--- src/rtl/burst_int_gen.sv ---
// Interrupter window generator: periodic gate-enable pulse with duty clamp and clean stop.
// Define BURST_INT_GEN_BURST_EN to add burst mode (N firing periods, M silent periods).
module burst_int_gen #(
   parameter int CLK_MHZ     = 100,
   parameter int PAR_MAX_VAL = 255,
   parameter int K1          = 20,
   parameter int K2          = 15,
   parameter int K3          = 9,
   parameter int BURST_MAX   = 15
) (
   input  logic                               clk,
   input  logic                               rst,
   input  logic                               en,
   input  logic [$clog2(PAR_MAX_VAL+1)-1:0]   freq_par,
   input  logic [$clog2(PAR_MAX_VAL+1)-1:0]   pw_par,
   input  logic [$clog2(BURST_MAX+1)-1:0]     burst_on,
   input  logic [$clog2(BURST_MAX+1)-1:0]     burst_off,
   output logic                               out,
   output logic                               period_start,
   output logic                               busy
);

   localparam int PW    = $clog2(PAR_MAX_VAL + 1);
   localparam int P_MAX = (1 << K1) + (PAR_MAX_VAL << K2);
   localparam int CW    = $clog2(P_MAX);
   localparam int LW    = ((CW + 1) > (PW + K3)) ? (CW + 1) : (PW + K3);
   localparam int unused_clk_mhz = CLK_MHZ;

`ifdef BURST_INT_GEN_BURST_EN
   localparam int BW = $clog2(BURST_MAX + 1);
   typedef enum logic [1:0] {IDLE, RUN, STOP, GAP} state_t;
`else
   typedef enum logic [1:0] {IDLE, RUN, STOP} state_t;
`endif

   function automatic logic [LW-1:0] period_of(input logic [PW-1:0] f);
      return (LW'(1) << K1) + (LW'(f) << K2);
   endfunction

   // On-time is never allowed past half the period, whatever pw asks for.
   function automatic logic [LW-1:0] on_len_of(input logic [PW-1:0] f, input logic [PW-1:0] w);
      logic [LW-1:0] raw;
      logic [LW-1:0] half;
      raw  = LW'(w) << K3;
      half = period_of(f) >> 1;
      return (raw < half) ? raw : half;
   endfunction

   state_t          state_q, state_n;
   logic [CW-1:0]   cnt_q, cnt_n;
   logic [PW-1:0]   freq_sh, freq_n;
   logic [PW-1:0]   pw_sh, pw_n;
   logic            ps_q, ps_n;
   logic            stop_fire_q, stop_fire_n;
   logic            load;
   logic            fire;

`ifdef BURST_INT_GEN_BURST_EN
   logic [BW-1:0]   bon_sh, bon_n;
   logic [BW-1:0]   boff_sh, boff_n;
   logic [BW-1:0]   bcnt_q, bcnt_n;
   logic [BW:0]     bcnt_inc;
   logic [BW:0]     eff_bon;

   assign bcnt_inc = {1'b0, bcnt_q} + (BW+1)'(1);
   assign eff_bon  = (bon_sh == '0) ? (BW+1)'(1) : {1'b0, bon_sh};
`else
   logic            unused_burst;
   assign unused_burst = ^{burst_on, burst_off};
`endif

   always_ff @(posedge clk) begin
      if (rst) begin
         state_q     <= IDLE;
         cnt_q       <= '0;
         freq_sh     <= '0;
         pw_sh       <= '0;
         ps_q        <= 1'b0;
         stop_fire_q <= 1'b0;
`ifdef BURST_INT_GEN_BURST_EN
         bon_sh      <= '0;
         boff_sh     <= '0;
         bcnt_q      <= '0;
`endif
      end else begin
         state_q     <= state_n;
         cnt_q       <= cnt_n;
         freq_sh     <= freq_n;
         pw_sh       <= pw_n;
         ps_q        <= ps_n;
         stop_fire_q <= stop_fire_n;
`ifdef BURST_INT_GEN_BURST_EN
         bon_sh      <= bon_n;
         boff_sh     <= boff_n;
         bcnt_q      <= bcnt_n;
`endif
      end
   end

   // A stop only takes effect at a period boundary; en seen high there resumes firing.
   always_comb begin
      state_n     = state_q;
      cnt_n       = cnt_q;
      freq_n      = freq_sh;
      pw_n        = pw_sh;
      ps_n        = 1'b0;
      stop_fire_n = stop_fire_q;
      load        = 1'b0;
`ifdef BURST_INT_GEN_BURST_EN
      bon_n       = bon_sh;
      boff_n      = boff_sh;
      bcnt_n      = bcnt_q;
`endif
      if (state_q == IDLE) begin
         cnt_n = '0;
         if (en) begin
            state_n = RUN;
            load    = 1'b1;
`ifdef BURST_INT_GEN_BURST_EN
            bcnt_n  = '0;
`endif
         end
      end else if (cnt_q == '0) begin
         if (!en) begin
            state_n = IDLE;
         end else begin
            load    = 1'b1;
            state_n = RUN;
`ifdef BURST_INT_GEN_BURST_EN
            bcnt_n  = '0;
            if (state_q == RUN && bcnt_inc < eff_bon) begin
               bcnt_n = bcnt_inc[BW-1:0];
            end else if (state_q == RUN && boff_sh != '0) begin
               state_n = GAP;
            end else if (state_q == GAP && bcnt_inc < {1'b0, boff_sh}) begin
               state_n = GAP;
               bcnt_n  = bcnt_inc[BW-1:0];
            end
`endif
         end
      end else begin
         cnt_n = cnt_q - CW'(1);
         if (!en && state_q != STOP) begin
            state_n     = STOP;
            stop_fire_n = (state_q == RUN);
         end
      end
      if (load) begin
         freq_n = freq_par;
         pw_n   = pw_par;
         cnt_n  = CW'(period_of(freq_par) - LW'(1));
         ps_n   = 1'b1;
`ifdef BURST_INT_GEN_BURST_EN
         bon_n  = burst_on;
         boff_n = burst_off;
`endif
      end
   end

   assign fire         = (state_q == RUN) || (state_q == STOP && stop_fire_q);
   assign out          = fire && (LW'(cnt_q) < on_len_of(freq_sh, pw_sh));
   assign period_start = ps_q;
   assign busy         = (state_q != IDLE);

endmodule

--- config.mk ---
export PLATFORM = sky130hd
export DESIGN_NAME = burst_int_gen
export DESIGN_NICKNAME = d
export VERILOG_FILES = /design/src/rtl/burst_int_gen.sv
export SDC_FILE = /design/constraint.sdc
export NUM_CORES = 1
export LEC_CHECK = 0
export ABC_CLOCK_PERIOD_IN_PS = 3200
export CORE_MARGIN = 2
export CORE_UTILIZATION = 51
export DETAILED_ROUTE_END_ITERATION = 8
export GPL_TIMING_DRIVEN = 0
export PLACE_DENSITY = 0.86
export SYNTH_ARGS = -nofsm -noshare
export SYNTH_HDL_FRONTEND = slang
export SYNTH_SLANG_ARGS = --single-unit
--- constraint.sdc ---
create_clock -name clk -period 3.2 [get_ports clk]
set_clock_uncertainty 0.05 [all_clocks]
set_input_delay 0.96 -clock clk [delete_from_list [all_inputs] [get_ports clk]]
set_output_delay 0.96 -clock clk [all_outputs]
set_load 0.01 [all_outputs]
==> reports/qor_table.md, run 1 <==
| Parameter | This run | Unit |
|---|---|---|
| Post-route minimum period | 3.98 | ns |
| Ratio of cells with drive above 1 in the final layout | 17.4 | % |
| Mean routed wirelength per cell | 19.1 | um |
| Failing checks | setup timing | - |
| Run status | finished, violations left | - |
| Net switching component of the power | 0.499 | mW |
| Area used by multi-input combinational logic | 1840 | sq um |
| Leading cell type in the layout, fill and taps excluded | dfxtp_1 | - |
| Count of antenna-violating nets left after detailed routing | 0 | - |
| Effective utilization at floorplan | 52.5 | % |
| Number of inserted diodes | 0 | - |
| CP max FO | 5 | - |
| Final Max Slew Viols | 0 | - |
| Via-to-Cell Ratio | 6.50 | - |
| Gate Count Post-Synth | 326 | - |
| Number of buffer and inverter stages on the critical path | 3 | - |
| FF+latch area | 892 | sq um |
| Cells on worst reg2reg path | 8 | - |
| Actual transition at the worst max-transition pin | 0.615 | ns |
| Maximum number of pins on one net before global-route repair | 15 | - |
| Clk Latency, worst-skew pair | 0.31 | ns |
| I/O pin count | 30 | - |
| Number of antenna violations at the first check in global routing | 0 | - |
| Drt initial violations | 320 | - |
| Final Hold Viols | 0 | - |
| EDFF count, synth | 0 | - |
| IO Port Bufs | 21 | - |
| Fraction of the yosys area taken by sequential cells | 33.1 | % |
| Prevailing post-synth register cell | dfxtp_1 | - |
| Die outline area | 5820 | sq um |
| CP Launch Point | freq_sh[2] | - |
| DRC violations left | 0 | - |
| Required time of the worst setup path | 2.19 | ns |
| Share of synthesized flip-flops with an asynchronous set or reset | 0 | % |
| Highest-count cells in the layout ignoring fill and taps | dfxtp_1 (39), a21oi_1 (31), nor2_1 (21), o21ai_0 (21) | - |
| Seq pwr share | 43.1 | % |
| Wire length of the first global-routing pass | 12.6 | mm |
| RSZ-0062 raised after global routing | true | - |
| Die extent in y | 76.3 | um |
| Final weighted congestion of routability-driven global placement | 0.963 | - |
| Switching portion of total power | 33.1 | % |
| Library cell contributing the largest single delay on the critical path | dfxtp_2 | - |
| Critical path endpoint category | output pin | - |
| Power share of the combinational group | 27.9 | % |
| Mean cell area of the mapped netlist | 8.17 | sq um |
| Final HPWL from detailed placement | 5.23 | mm |
| Final net count | 413 | - |
| Clock Path Buffers | 2 | - |
| Number of synthesis warnings | 0 | - |
| Post-synthesis sequential element count | 44 | - |
| Clock tree root buffer cell | clkbuf_8 | - |
| TritonCTS clock tree | built | - |
| Slowest Stage Delay on Critical Path | 0.36 | ns |
| Number of distinct library cell variants in the gate-level netlist after synthesis | 51 | - |
| Final wirelength | 8.36 | mm |
| Leftover overflow at the end of global routing | 0 | - |
| Top delay family on crit path | compound AO/OA/AOI/OAI gates | - |
| Worst hold slack | 0.442 | ns |
| Relative slew slack | 58.6 | % |
| Cts bufs inserted | 5 | - |
| Cell depth of the worst hold path | 2 | - |
| Vias in the first global route | 2571 | - |
| Crit Reg-Reg Endpoint | cnt_q[19] | - |
| Worst hold path class | flop to flop | - |
| Floorplan Core Area | 5070 | sq um |
| Filler cell count in the final layout | 424 | - |
| Worst setup slack after placement | -0.941 | ns |
| Area Overhead vs Synth | 24.7 | % |
| Hold buffer count at CTS | 0 | - |
| Crit Path Class | flop to output pin | - |
| GRT Total Usage | 27.3 | % |
| Worst-case register-to-register setup slack | 0.62 | ns |
| Kind of start point of the critical path | flop | - |
| Cell chain of the critical path | inv_2 > ha_4 > nand2_4 > o21ai_2 > nand4_1 > buf_8 > nor2_4 > a21oi_2 > ha_1 > nand4_1 > nor2_1 > a211oi_2 > o31ai_2 > a21oi_2 > buf_2 | - |
| Internal power of the cells | 1.01 | mW |
| Last element of the critical path | out | - |
| Mapped Area | 2660 | sq um |
| Leakage power of the design | 1.24 | nW |
| Worst voltage drop across the vdd grid | 0.000353 | V |
| Max-cap viol count | 0 | - |
| Routed via count | 2846 | - |
| Final setup slack of the worst path | -0.781 | ns |
| First drt pass iteration count | 5 | - |
| Power share of the clock group | 29.0 | % |
| Worst reg2reg path startpoint | cnt_q[0] | - |
| X dimension of the die | 76.3 | um |
| Cell depth of the worst setup path | 15 | - |
| Share of the cycle needed by the critical path after routing | 124 | % |
| Fmax | 251 | MHz |
| Setup Viol. Count Final | 1 | - |
| Data arrival time of the critical path | 2.97 | ns |
| Power density cells | 454 | nW/um^2 |
| Number of placement rows | 26 | - |
| TritonCTS Sinks | 44 | - |
| H-tree levels | 2 | - |
| Clock edge transition at the registers on the reported setup and hold paths | 0.10 | ns |
[synthesized netlist by cell type (all sizes together) (2+ instances only)]
master / instances / area, sq um
nand2: 14 / 52.6
nand3: 20 / 100
or3: 5 / 31.3
a311oi: 3 / 26.3
nand4b: 3 / 26.3
inv: 9 / 33.8
nor2: 23 / 88.8
nor2b: 2 / 12.5
nand4: 7 / 43.8
and3: 5 / 31.3
buf: 4 / 20.0
dfxtp: 44 / 881
a211oi: 6 / 50.1
o21a: 2 / 15.0
nor4: 6 / 37.5
nor3: 22 / 126
a21boi: 2 / 15.0
o21ai: 23 / 115
xor2: 6 / 52.6
o31ai: 5 / 47.5
clkbuf: 12 / 45.0
nand2b: 4 / 25.0
ha: 19 / 238
a221oi: 2 / 17.5
a21oi: 34 / 170
a21o: 7 / 52.6
xnor2: 10 / 87.6
nor3b: 2 / 20.0
or4: 5 / 45.0
a31oi: 2 / 12.5
a221o: 2 / 20.0
or2: 4 / 25.0
[worst min path at each step]
stage,to,slack [ns],from
global route,pw_sh[3],0.45,pw_sh[3]
finish,pw_sh[3],0.44,pw_sh[3]
floorplan,freq_sh[4],0.40,freq_sh[4]
global placement,freq_sh[3],0.42,freq_sh[3]
detailed placement,freq_sh[3],0.43,freq_sh[3]
CTS,pw_sh[3],0.44,pw_sh[3]
[logic make-up (layout without fill, tap and decap cells)]
logic type	Yosys count	count (layout)	synth area share (%)
multiplexers	2	2	0.798
AND/OR/NAND/NOR	124	124	25.7
flip-flops	44	44	33.1
buffers and inverters	26	65	3.85
other	1	4	0.141
adder cells (fa/ha/maj)	19	19	8.92
AO/OA/AOI/OAI	94	94	22.3
XOR/XNOR	16	16	5.26
[repair_timing]
action / in CTS / in global routing
endpoints found under the setup margin: 1 / 1
pin swaps: 17 / 6
resized for setup: 31 / 5
gates cloned: 1 / 0
buffers inserted: 4 / 5
[layer usage]
| metal | vias up | track usage, % | share of wire [%] | routed length, um |
|---|---|---|---|---|
| li1 | 1296 | - | - | - |
| met1 | 1324 | 34.9 | 40 | 3340 |
| met2 | 175 | 44.6 | 46 | 3820 |
| met3 | 51 | 4.62 | 8.6 | 722 |
| met4 | 0 | 13.3 | 5.7 | 473 |
| met5 | - | 0 | 0 | 0 |
[layout make-up]
class / count / area share, %
Clock buffer: 5 / 2.07
Inverter: 10 / 1.13
Sequential cell: 44 / 26.9
Multi-Input combinational cell: 259 / 55.3
Tap cell: 70 / 2.64
Clock inverter: 3 / 1.28
Timing Repair Buffer: 31 / 8.44
Buffer: 16 / 2.30
[flip-flops by register name, indices dropped and copies added, names as in the netlist]
| name | flops |
|---|---|
| state_q | 2 |
| pw_sh | 8 |
| freq_sh | 8 |
| period_start | 1 |
| cnt_q | 24 |
| stop_fire_q | 1 |
[power by group through the flow]
stage | Combinational, mW | Sequential [mW] | Clock [mW]
floorplan | 0.247 | 0.641 | 0
global placement | 0.332 | 0.653 | 0
detailed placement | 0.346 | 0.656 | 0
CTS | 0.373 | 0.646 | 0.436
global route | 0.455 | 0.655 | 0.457
finish | 0.421 | 0.649 | 0.437
[metrics by stage]
step	total power, mW	util (%)	cells	instance area (sq um)	setup TNS, ns
after floorplan	0.888	-	329	2710	0
after global placement	0.985	59.3	420	3010	-0.836
after detailed placement	1.00	59.3	420	3010	-0.941
after CTS	1.45	64.3	433	3260	-0.503
after global routing	1.57	65.5	438	3320	-0.860
final	1.51	65.5	438	3320	-0.781
[worst register-to-register path, delay by kind of cell, from the launching register on]
kind,cells,cell delay (ns)
adder cells (fa/ha/maj),1,0.18
AO/OA/AOI/OAI,2,0.73
buffers and inverters,2,0.38
AND/OR/NAND/NOR,3,0.82
flip-flops,1,0.34
Power figures use the tool's default switching activity.
==> run 2, diff against run 1 <==
--- a/config.mk
+++ b/config.mk
@@ -6,6 +6,7 @@
 export NUM_CORES = 1
 export LEC_CHECK = 0
 export ABC_CLOCK_PERIOD_IN_PS = 3200
+export CAP_MARGIN = 20
 export CORE_MARGIN = 2
 export CORE_UTILIZATION = 51
 export DETAILED_ROUTE_END_ITERATION = 8
==> results of run 2 <==
Final layout, timing and power as in run 1 (identical DEF).
==> run 3, diff against run 2 <==
--- a/config.mk
+++ b/config.mk
@@ -5,13 +5,14 @@
 export SDC_FILE = /design/constraint.sdc
 export NUM_CORES = 1
 export LEC_CHECK = 0
+export ABC_AREA = 1
 export ABC_CLOCK_PERIOD_IN_PS = 3200
 export CAP_MARGIN = 20
 export CORE_MARGIN = 2
-export CORE_UTILIZATION = 51
+export CORE_UTILIZATION = 52
 export DETAILED_ROUTE_END_ITERATION = 8
 export GPL_TIMING_DRIVEN = 0
-export PLACE_DENSITY = 0.86
+export PLACE_DENSITY = 0.74
 export SYNTH_ARGS = -nofsm -noshare
 export SYNTH_HDL_FRONTEND = slang
 export SYNTH_SLANG_ARGS = --single-unit
==> reports/qor_table.md, run 3 <==
| Parameter | This run | Unit | Delta |
|---|---|---|---|
| Mean cell area of the mapped netlist | 6.69 | sq um | -18% |
| DRC violations left | 0 | - | unchanged |
| Fmax | 279 | MHz | +11% |
| Via-to-Cell Ratio | 5.26 | - | -19% |
| Routed via count | 2881 | - | +1.2% |
| Failing checks | setup timing | - |  |
| Clock edge transition at the registers on the reported setup and hold paths | 0.09 | ns | about the same |
| Mean routed wirelength per cell | 13.9 | um | -27% |
| Data arrival time of the critical path | 2.58 | ns | -0.39 ns |
| Leftover overflow at the end of global routing | 0 | - | unchanged |
| Run status | finished, violations left | - |  |
| Clk Latency, worst-skew pair | 0.30 | ns | about the same |
| Critical path endpoint category | output pin | - |  |
| Worst hold slack | 0.410 | ns | -0.0315 ns |
| Max-cap viol count | 0 | - | unchanged |
| Placement-stage cell area | 3250 | sq um | +8.1% |
| Final weighted congestion of routability-driven global placement | 0.894 | - | -7.2% |
| Largest family of logic cells by synthesized area | simple AND/OR/NAND/NOR gates | - |  |
| Final Max Slew Viols | 0 | - | unchanged |
| EDFF count, synth | 0 | - | unchanged |
| Power density cells | 452 | nW/um^2 | -0.33% |
| Number of antenna violations at the first check in global routing | 0 | - | unchanged |
| Actual transition at the worst max-transition pin | 0.506 | ns | -0.110 ns |
| Post-synthesis sequential element count | 44 | - | unchanged |
| Adder and majority gate portion of the synthesized area | 8.04 | % | -0.89 points |
| Hold buffer count at CTS | 0 | - | unchanged |
| Worst reg2reg path startpoint | cnt_q[0] | - |  |
| Area Overhead vs Synth | 18.4 | % |  |
| Ratio of cells with drive above 1 in the final layout | 16.2 | % | -1.2 points |
| Required time of the worst setup path | 2.19 | ns | about the same |
| Post-route setup TNS | -0.386 | ns | +0.395 ns |
| Number of placement rows | 27 | - | +3.8% |
| Die extent in y | 79.4 | um | +4.1% |
| TritonCTS clock tree | built | - |  |
| Largest register by flop count | cnt_q | - |  |
| CP max FO | 5 | - | unchanged |
| Count of antenna-violating nets left after detailed routing | 0 | - | unchanged |
| Number of inserted diodes | 0 | - | unchanged |
| Worst hold path class | flop to flop | - |  |
| Worst-case register-to-register setup slack | 1.17 | ns | +0.55 ns |
| TritonCTS Sinks | 44 | - | unchanged |
| Last element of the critical path | out | - |  |
| Final design instance area without fill | 3500 | sq um | +5.5% |
| Final HPWL from detailed placement | 5.65 | mm | +8.0% |
| Area share of and/or/nand/nor cells after synthesis | 38.1 | % | +12 points |
| Prevailing post-synth register cell | dfxtp_1 | - |  |
| Compound-Gate Fraction of Synth Area | 12.2 | % | -10 points |
| Top cells by area in the synthesized netlist | dfxtp_1 (30%), nand2_1 (12%), nor2_1 (9.4%) | - |  |
| Top cell type's share of synthesized area | 29.8 | % | -3.3 points |
| Die outline area | 6310 | sq um | +8.4% |
| Crit Path Class | flop to output pin | - |  |
| Fraction of the yosys area taken by sequential cells | 29.8 | % | -3.3 points |
| Mapped Area | 2960 | sq um | +11% |
| Share of the cycle needed by the critical path after routing | 112 | % | -12 points |
| Wire length of the first global-routing pass | 12.6 | mm | -0.28% |
| Leakage power of the design | 1.65 | nW | +33% |
| Leading cell type in the layout, fill and taps excluded | nand2_1 | - |  |
| Number of distinct library cell variants in the gate-level netlist after synthesis | 38 | - | -25% |
| I/O pin count | 30 | - | unchanged |
| Number of synthesis warnings | 0 | - | unchanged |
| Post-route insts no fill | 548 | - | +25% |
| Clock tree root buffer cell | clkbuf_8 | - |  |
| Cts bufs inserted | 5 | - | unchanged |
| IO Port Bufs | 19 | - | -9.5% |
| Relative slew slack | 66.2 | % | +7.6 points |
| Max reg flops | 24 | - | unchanged |
| Final core utilization | 63.6 | % | -1.8 points |
| Final net count | 521 | - | +26% |
| Multiplexer share of the synthesized area | 0 | % | -0.80 points |
| Highest-count cells in the layout ignoring fill and taps | nand2_1 (89), nor2_1 (73), inv_1 (44), dfxtp_1 (40), nand3_1 (39) | - |  |
| Drt initial violations | 168 | - | -48% |
| CP Launch Point | freq_sh[2] | - |  |
| Vias in the first global route | 2672 | - | +3.9% |
| Gate Count Post-Synth | 442 | - | +36% |
| Clock Path Buffers | 2 | - | unchanged |
| Effective utilization at floorplan | 53.7 | % | +1.2 points |
| Commonest cells in the synthesized netlist | nand2_1 (96), nor2_1 (74), inv_1 (48), dfxtp_1 (44), nand3_1 (40) | - |  |
| Worst voltage drop across the vdd grid | 0.000203 | V | -43% |
| Maximum number of pins on one net before global-route repair | 14 | - | -1 |
| RSZ-0062 raised after global routing | true | - |  |
| Filler cell count in the final layout | 506 | - | +19% |
| Share of synthesized flip-flops with an asynchronous set or reset | 0 | % | unchanged |
| Final wirelength | 7.63 | mm | -8.8% |
| Cells on worst reg2reg path | 10 | - | +2 |
| Kind of start point of the critical path | flop | - |  |
| Post-route minimum period | 3.59 | ns | -0.395 ns |
| Fraction of synthesized cell area in xor and xnor cells | 2.66 | % | -2.6 points |
| Final Hold Viols | 0 | - | unchanged |
| Setup Viol. Count Final | 1 | - | unchanged |
| Most numerous cell in the Yosys netlist | nand2_1 | - |  |
| H-tree levels | 2 | - | unchanged |
| Largest area contributor in the synthesized netlist | dfxtp_1 | - |  |
| First drt pass iteration count | 4 | - | -1 |
| Registers with the most flip-flops | cnt_q: 24 flops, freq_sh: 8 flops, pw_sh: 8 flops | - |  |
| Floorplan Core Area | 5510 | sq um | +8.5% |
| Final setup slack of the worst path | -0.386 | ns | +0.395 ns |
| Count of placed standard cells including taps | 536 | - | +28% |
| GRT Total Usage | 25.9 | % | -1.4 points |
| X dimension of the die | 79.4 | um | +4.1% |
| Crit Reg-Reg Endpoint | cnt_q[23] | - |  |
[run 3: cell types whose count changed in the layout (fill, tap and decap cells not counted), moves of 6 or more]
cell	previous run	this run
a21o_1	7	0
a21oi_1	31	23
clkbuf_1	11	3
inv_1	6	44
nand2_1	12	89
nand2_2	0	9
nand3_1	20	39
nor2_1	21	73
nor2_2	1	8
nor3_1	20	1
nor4_1	6	0
xnor2_1	10	2
[run 3: area by class of cell]
class | instances | area [sq um] | area share (%)
Multi-Input combinational cell | 339 | 1920 | 54.9
Timing Repair Buffer | 24 | 226 | 6.46
Clock inverter | 2 | 35.0 | 1.00
Clock buffer | 6 | 72.6 | 2.07
Sequential cell | 44 | 886 | 25.3
Inverter | 51 | 196 | 5.61
Buffer | 10 | 75.1 | 2.14
Tap cell | 72 | 90.1 | 2.57
[run 3: worst min-delay path by stage]
stage	end	depth (start not counted)	start	slack (ns)
2_1_floorplan	pw_sh[0]	2	pw_sh[0]	0.38
3_3_place_gp	pw_sh[0]	2	pw_sh[0]	0.39
3_5_place_dp	pw_sh[0]	2	pw_sh[0]	0.40
4_1_cts	pw_sh[0]	2	pw_sh[0]	0.41
5_1_grt	stop_fire_q	2	stop_fire_q	0.46
6_report	pw_sh[0]	2	pw_sh[0]	0.41
[run 3: cells by family after synthesis]
kind of cell,count (synthesis)
AO/OA/AOI/OAI,62
buffers and inverters,62
XOR/XNOR,9
AND/OR/NAND/NOR,245
adder cells (fa/ha/maj),19
other,1
flip-flops,44
[run 3: report_power, final]
part	total [mW]	internal (mW)	switching (mW)	leakage, nW
Combinational	0.510	0.199	0.311	1.22
Sequential	0.648	0.598	0.0497	0.365
Clock	0.427	0.232	0.195	0.0552
[run 3: worst max-delay path: stages, from the launching register on]
cell      delay [ns]
dfxtp_2         0.35
inv_4           0.05
ha_4            0.26
nand2_2         0.05
inv_2           0.05
nand2_2         0.04
nand2_2         0.07
nand3_4         0.09
buf_6           0.16
nand2_4         0.05
o21ai_2         0.05
ha_1            0.30
nand2_2         0.08
nor2_2          0.04
a211oi_2        0.22
nand2_1         0.12
a21oi_2         0.15
buf_2           0.14
[run 3: metal layers]
metal  share of wire, %  GRT usage (%)  vias up
met5                  0              0        -
met2                 46           43.7       54
met3                4.0           4.98        8
li1                   -              -     1495
met1                 49           34.2     1324
met4                1.0           5.86        0
[run 3: repair_timing]
action / in CTS / in global routing
buffers inserted: 2 / 3
pin swaps: 4 / 10
endpoints found under the hold margin: 0 / 0
endpoints found under the setup margin: 1 / 2
resized for setup: 27 / 12
cloned: 0 / 0
[run 3: through the flow]
step	power [mW]	setup WS, ns
after floorplan	0.994	0.0192
after CTS	1.56	-0.286
after detailed placement	1.12	-0.674
final	1.58	-0.386
after global routing	1.69	-0.536
after global placement	1.11	-0.642
